## src/rtl/video_timing_gen.sv

```systemverilog
// video_timing_gen: raster timing for the HDMI transmit path.
// Produces pixel coordinates, active-video enable, sync and line/frame
// start pulses on pixclk; all outputs are registered and mutually aligned
// (one pixclk behind the internal h_cnt/v_cnt counters).
// Optional colour-bar test pattern: define VIDEO_TIMING_TEST_PATTERN_EN to
// add red/green/blue outputs carrying eight vertical bars.
module video_timing_gen #(
    parameter int H_ACTIVE = 640,
    parameter int H_FP     = 16,
    parameter int H_SYNC   = 96,
    parameter int H_BP     = 48,
    parameter int V_ACTIVE = 480,
    parameter int V_FP     = 10,
    parameter int V_SYNC   = 2,
    parameter int V_BP     = 33,
    parameter int H_POL    = 0,
    parameter int V_POL    = 0
) (
    input  logic        pixclk,
    input  logic        reset,
    input  logic        enable,
    output logic [11:0] counter_x,
    output logic [11:0] counter_y,
    output logic        draw_area,
    output logic        hsync,
    output logic        vsync,
    output logic        line_start,
    output logic        frame_start
`ifdef VIDEO_TIMING_TEST_PATTERN_EN
    ,
    output logic [7:0]  red,
    output logic [7:0]  green,
    output logic [7:0]  blue
`endif
);

    localparam int H_TOTAL = H_ACTIVE + H_FP + H_SYNC + H_BP;
    localparam int V_TOTAL = V_ACTIVE + V_FP + V_SYNC + V_BP;

    localparam logic [11:0] H_LAST = 12'(H_TOTAL - 1);
    localparam logic [11:0] V_LAST = 12'(V_TOTAL - 1);

    // Region bounds are 13 bits so a total of exactly 4096 cannot alias to 0.
    localparam logic [12:0] H_ACT_END = 13'(H_ACTIVE);
    localparam logic [12:0] HS_BEG    = 13'(H_ACTIVE + H_FP);
    localparam logic [12:0] HS_END    = 13'(H_ACTIVE + H_FP + H_SYNC);
    localparam logic [12:0] V_ACT_END = 13'(V_ACTIVE);
    localparam logic [12:0] VS_BEG    = 13'(V_ACTIVE + V_FP);
    localparam logic [12:0] VS_END    = 13'(V_ACTIVE + V_FP + V_SYNC);

    localparam logic HS_LVL = (H_POL != 0);
    localparam logic VS_LVL = (V_POL != 0);

    logic [11:0] h_cnt;
    logic [11:0] v_cnt;
    logic [11:0] h_next;
    logic [11:0] v_next;
    logic        h_wrap;
    logic [12:0] h_ext;
    logic [12:0] v_ext;
    logic        active;
    logic        hs_on;
    logic        vs_on;

    // Next raster position: h wraps at end of line, v advances only on that wrap.
    always_comb begin
        h_wrap = (h_cnt == H_LAST);
        h_next = h_wrap ? 12'd0 : h_cnt + 12'd1;
        v_next = v_cnt;
        if (h_wrap) begin
            v_next = (v_cnt == V_LAST) ? 12'd0 : v_cnt + 12'd1;
        end
    end

    // Region decode of the current (unregistered) position.
    always_comb begin
        h_ext  = {1'b0, h_cnt};
        v_ext  = {1'b0, v_cnt};
        active = (h_ext < H_ACT_END) && (v_ext < V_ACT_END);
        hs_on  = (h_ext >= HS_BEG) && (h_ext < HS_END);
        vs_on  = (v_ext >= VS_BEG) && (v_ext < VS_END);
    end

    // Position counters; enable low freezes the raster.
    always_ff @(posedge pixclk or posedge reset) begin
        if (reset) begin
            h_cnt <= 12'd0;
            v_cnt <= 12'd0;
        end else if (enable) begin
            h_cnt <= h_next;
            v_cnt <= v_next;
        end
    end

    // Registered outputs, all sampled from the same h_cnt/v_cnt so they stay aligned.
    always_ff @(posedge pixclk or posedge reset) begin
        if (reset) begin
            counter_x   <= 12'd0;
            counter_y   <= 12'd0;
            draw_area   <= 1'b0;
            hsync       <= ~HS_LVL;
            vsync       <= ~VS_LVL;
            line_start  <= 1'b0;
            frame_start <= 1'b0;
        end else if (enable) begin
            counter_x   <= h_cnt;
            counter_y   <= v_cnt;
            draw_area   <= active;
            hsync       <= hs_on ? HS_LVL : ~HS_LVL;
            vsync       <= vs_on ? VS_LVL : ~VS_LVL;
            line_start  <= (h_cnt == 12'd0);
            frame_start <= (h_cnt == 12'd0) && (v_cnt == 12'd0);
        end
    end

`ifdef VIDEO_TIMING_TEST_PATTERN_EN
    // Each bar is H_ACTIVE/8 pixels; bar_left is a down-counter that reloads
    // on terminal count, so no divider is needed to find the bar index.
    localparam logic [11:0] BAR_LAST = 12'(H_ACTIVE / 8 - 1);

    logic [2:0]  bar_idx;
    logic [11:0] bar_left;

    // Bar index tracks h_cnt; it restarts with the line and is don't-care in blanking.
    always_ff @(posedge pixclk or posedge reset) begin
        if (reset) begin
            bar_idx  <= 3'd0;
            bar_left <= BAR_LAST;
        end else if (enable) begin
            if (h_wrap) begin
                bar_idx  <= 3'd0;
                bar_left <= BAR_LAST;
            end else if (bar_left == 12'd0) begin
                bar_idx  <= bar_idx + 3'd1;
                bar_left <= BAR_LAST;
            end else begin
                bar_left <= bar_left - 12'd1;
            end
        end
    end

    // Bar order white, yellow, cyan, green, magenta, red, blue, black maps to
    // R = !idx[1], G = !idx[2], B = !idx[0]; blanked outside the active region.
    always_ff @(posedge pixclk or posedge reset) begin
        if (reset) begin
            red   <= 8'h00;
            green <= 8'h00;
            blue  <= 8'h00;
        end else if (enable) begin
            red   <= (active && !bar_idx[1]) ? 8'hFF : 8'h00;
            green <= (active && !bar_idx[2]) ? 8'hFF : 8'h00;
            blue  <= (active && !bar_idx[0]) ? 8'hFF : 8'h00;
        end
    end
`endif

endmodule

```

## config.mk

```make
export PLATFORM = sky130hd
export DESIGN_NAME = video_timing_gen
export DESIGN_NICKNAME = d
export VERILOG_FILES = /design/src/rtl/video_timing_gen.sv
export SDC_FILE = /design/constraint.sdc
export NUM_CORES = 1
export LEC_CHECK = 0
export ABC_AREA = 1
export CAP_MARGIN = 40
export CORE_ASPECT_RATIO = 1.75
export CORE_UTILIZATION = 50
export CTS_CLUSTER_DIAMETER = 80
export CTS_CLUSTER_SIZE = 14
export DETAILED_ROUTE_END_ITERATION = 10
export HOLD_SLACK_MARGIN = 0.1
export PLACE_DENSITY = 0.73
export SYNTH_ARGS = -nofsm -noshare
export SYNTH_HDL_FRONTEND = slang
export SYNTH_SLANG_ARGS = --single-unit
export TNS_END_PERCENT = 50
```

## constraint.sdc

```tcl
create_clock -name pixclk -period 4.48 [get_ports pixclk]
set_clock_uncertainty 0.2 [all_clocks]
set_input_delay 1.344 -clock pixclk [delete_from_list [all_inputs] [get_ports pixclk]]
set_output_delay 1.344 -clock pixclk [all_outputs]
set_load 0.05 [all_outputs]
```

Word-level counts from Yosys, hierarchy flattened --
Cells that the tools add are included.
Word-level totals: register bits after elaboration 53, input port bits 3
Operators by class: add/subtract/negate cells 2, $lt $le $gt $ge 6, eq/ne operators 2, multiplexer cells 4, reduce and logical (&&, ||, !) cells 7
Operators by type and width (number):
- 12-bit by 1-bit adder with 12-bit output, second input constant | 2
- 12-bit by 10-bit equality test with 1-bit output, second input constant | 2
- 12-bit logical NOT | 2
- 12-bit by 10-bit less-than comparator with 1-bit output, second input constant | 2
- 12-bit by 9-bit less-than comparator with 1-bit output, second input constant | 2
- 12-bit 2-to-1 mux | 2
- 12-bit by 10-bit greater-or-equal comparator with 1-bit output, second input constant | 1
- 12-bit by 9-bit greater-or-equal comparator with 1-bit output, second input constant | 1
- 1-bit logical AND | 4
- 1-bit 2-to-1 mux | 2
- 2-bit AND reduction | 1

Depth between registers and ports, before layout --
word-level depth 3, mapped depth 9, mapped depth without buffers 9

Worst setup path after synthesis --
OpenSTA, ideal clock, no wires.
kind register to output, start point register hsync, end point output hsync, data arrival time 0.664 ns, required time 2.936 ns, path slack 2.272 ns, cell stages (with the launch flop) 1, path buffers 0, cells stage by stage dfstp_2
RTL lines:
- start, declared | RTL line 25 | output logic hsync,
- start signal, assigned | RTL line 101 | hsync <= ~HS_LVL;
- start signal, assigned | RTL line 109 | hsync <= hs_on ? HS_LVL : ~HS_LVL;
No word-level cell between the ends.

Final worst setup path --
start point register vsync, end point output vsync
RTL lines:
- start, declared | RTL line 26 | output logic vsync,
- start signal, assigned | RTL line 102 | vsync <= ~VS_LVL;
- start signal, assigned | RTL line 110 | vsync <= vs_on ? VS_LVL : ~VS_LVL;
No word-level cell between the ends.

==> run summary <==
Cell variety after synth: 29
CTS Buffer Depth: 2
Mean Syn Cell Area: 8.22 sq um
Highest metal used: met4
Tot GR Track Use: 22.9%
Period minus WS final: 3.21 ns
Largest net degree at the start of global routing: 37
Top cell type's share of synthesized area: 49.0%
Crit. End Element: output pin
Worst-Margin Slew: 0.583 ns
Max-Cap Viols: 0
Crit path buffers/inverters: 1
Status: complete, no violations
WL final: 5660 um
Core area: 4980 sq um
Layout Nets: 355
Initial core utilization: 52.4%
Warnings from Yosys: 0
Share of the core filled with cells: 61.9%
Lkg Pwr: 1.48 nW
Inserted Clock Buffers: 5
Clk root buf: clkbuf_8
First-pass GRT wire length: 9690 um
Sink Count: 53
Fin. max-slew vios: 0
Switching share of power: 33.1%
Ranking of synthesized cells by area: dfrtp_1 49%, nand2_1 15%, inv_1 4.8%
TritonCTS clock tree: done
Met3 WL: 122 um
WL/cell: 14.1 um
DPL Wire Length: 4200 um
Setup Buffers After CTS: 0
EDFF count, synth: 0
Int Pwr: 0.000789 W
Fill cells: 452
Final Instance Area: 3080 sq um
Delay-heaviest family, CP: buffers and inverters
Slew margin rel.: 61.1%
Buffers on Ports: 31
Synth Instances: 317
Die area: 5520 sq um
RSZ-0062 raised after global routing: false
Final setup vio count: 0
Tcrit/Tclk final: 71.6%
Arrival @ worst endpoint: 1.66 ns
Psw: 0.000390 W
CTS clk-pin slew, worst paths: 0.09 ns
Synthesis-stage register bit count: 53
Antenna-violating nets left: 0
I/O pins: 32
Placed cell areas: 2960 sq um
Clock power frac: 29.4%
Worst-skew pair later-pin latency: 0.31 ns
Combinational power share: 21.5%
Post-synth top flop: dfrtp_1
Endpoints failing hold: 0
Max FO, Critical Path: 2
Yosys top cell by area: dfrtp_1
Post-CTS sizing: 0
Routability congestion estimate from global placement: 0.897
Met1 wire length: 2210 um
Core Rows: 34
Worst VDD drop: 0.279 mV
Layout cell share with drive strength beyond 1: 7.74%
Hold buffers post-CTS: 0
Setup_tns: 0 ns
Fmax: 312 MHz
Area grow syn2layout: 18.1%
Async SR Flop Fraction: 100%
Seq pwr share: 49.1%
Iteration-0 DRC Markers: 61
Total congestion overflow: 0
Syn nets: 324
Cell area after synthesis: 2610 sq um
Die Wd: 56.6 um
Via count: 2,088
CP max stage cell: clkdlybuf4s50_1
Startpoint Class: flip-flop
Antenna violations before repair: 0
Crit path kind: flip-flop to output pin
Vias in the first global route: 2,137
Hold Path Class: flip-flop to flip-flop
CP peak stage delay: 0.80 ns
Seq/Total Area, Yosys: 51.0%
Worst-path cell chain: clkdlybuf4s50_1
# DRC: 0
Vias/cell: 5.18
Pre-Repair DR Iteration Count: 4
CP required: 2.94 ns
Die H: 97.5 um
Antenna Cells: 0
Power Density: 383 nW/um^2
Routed wl met2: 3080 um
# H-tree levels: 2
==> cells in the mapped netlist, types with 2 or more instances <==
| cell type | n |
|---|---|
| nor2_1 | 27 |
| inv_1 | 33 |
| nand3_1 | 19 |
| o21ai_1 | 2 |
| xor2_1 | 12 |
| dfstp_2 | 2 |
| nand2_1 | 105 |
| nor2_2 | 2 |
| clkbuf_1 | 4 |
| o21ai_0 | 19 |
| nand3b_1 | 2 |
| xnor2_1 | 2 |
| dfrtp_1 | 51 |
| ha_1 | 4 |
| buf_2 | 3 |
| nor3_1 | 7 |
| buf_6 | 2 |
| o21ai_2 | 6 |
| nand4_1 | 5 |
==> metal layers <==
| metal | global-route usage, % | up-vias |
|---|---|---|
| li1 | - | 1057 |
| met1 | 25.0 | 957 |
| met2 | 40.5 | 48 |
| met3 | 3.06 | 26 |
| met4 | 14.3 | 0 |
| met5 | 0 | - |
==> final timing paths <==
| check | startpoint | endpoint | slack [ns] | cells past startpoint |
|---|---|---|---|---|
| setup / recovery | vsync | vsync | 1.27 | 1 |
| hold / removal | counter_y[5] | counter_y[5] | 0.28 | 2 |
| setup reg to reg | h_cnt[0] | v_cnt[11] | 2.64 | 7 |
| hold reg to reg | counter_y[5] | counter_y[5] | 0.28 | 2 |
| max in group asynchronous | reset | vsync | 2.39 | 3 |
| min in group asynchronous | reset | frame_start | 1.12 | 2 |
==> state kept, by name (all words and copies together) (netlist names) <==
signal / count
counter_x: 12
v_cnt: 12
hsync: 1
line_start: 1
h_cnt: 12
counter_y: 12
draw_area: 1
vsync: 1
frame_start: 1
==> stage by stage <==
| step | hold WS, ns | setup slack, ns | std cells | power [W] |
|---|---|---|---|---|
| 2_1_floorplan | 0.291 | 1.65 | 317 | 0.000754 |
| 3_3_place_gp | 0.256 | 1.29 | 394 | 0.000835 |
| 3_5_place_dp | 0.264 | 1.24 | 395 | 0.000842 |
| 4_1_cts | 0.288 | 1.26 | 403 | 0.00118 |
| 5_1_grt | 0.315 | 1.24 | 403 | 0.00123 |
| 6_report | 0.285 | 1.27 | 403 | 0.00118 |
==> power by group through the flow <==
stage	Clock [W]	Combinational [W]	Sequential [W]
after floorplan	0	0.000104	0.000650
after global placement	0	0.000250	0.000585
after global routing	0.000366	0.000277	0.000584
after detailed placement	0	0.000255	0.000586
after CTS	0.000350	0.000256	0.000577
final	0.000346	0.000253	0.000579
==> cells by family after synthesis <==
kind of cell               Yosys count  share of synthesized area [%]
xor gates and xnor gates            14                           4.70
DFF                                 53                           51.0
adders and majority gates            4                           1.92
buffers and inverters               44                           7.20
AOI/OAI and AO/OA                   31                           7.20
and+or+nand+nor                    171                           28.0
==> layout make-up <==
type	instances	area (sq um)	share of cell area [%]
inverter	34	128	4.14
clock inverter	2	37.5	1.22
clock buffer	6	82.6	2.68
tap	54	67.6	2.19
multi-input combinational	220	1090	35.4
timing repair buffer	34	345	11.2
sequential	53	1330	43.2
==> cells in the final DEF (no fill, tap or decap), drive strengths merged <==
cell type,n
nand2,106
dfrtp,51
inv,34
clkdlybuf4s50,31
nor2,30
o21ai,27
nand3,21
xor2,12
nor3,7
clkbuf,6
nand4,5
ha,4
buf,3
nand3b,2
xnor2,2
dfstp,2
o21a,1
a41oi,1
o22a,1
a21oi,1
clkinvlp,1
bufinv,1
Note: power is estimated with default switching activity, not from simulation.
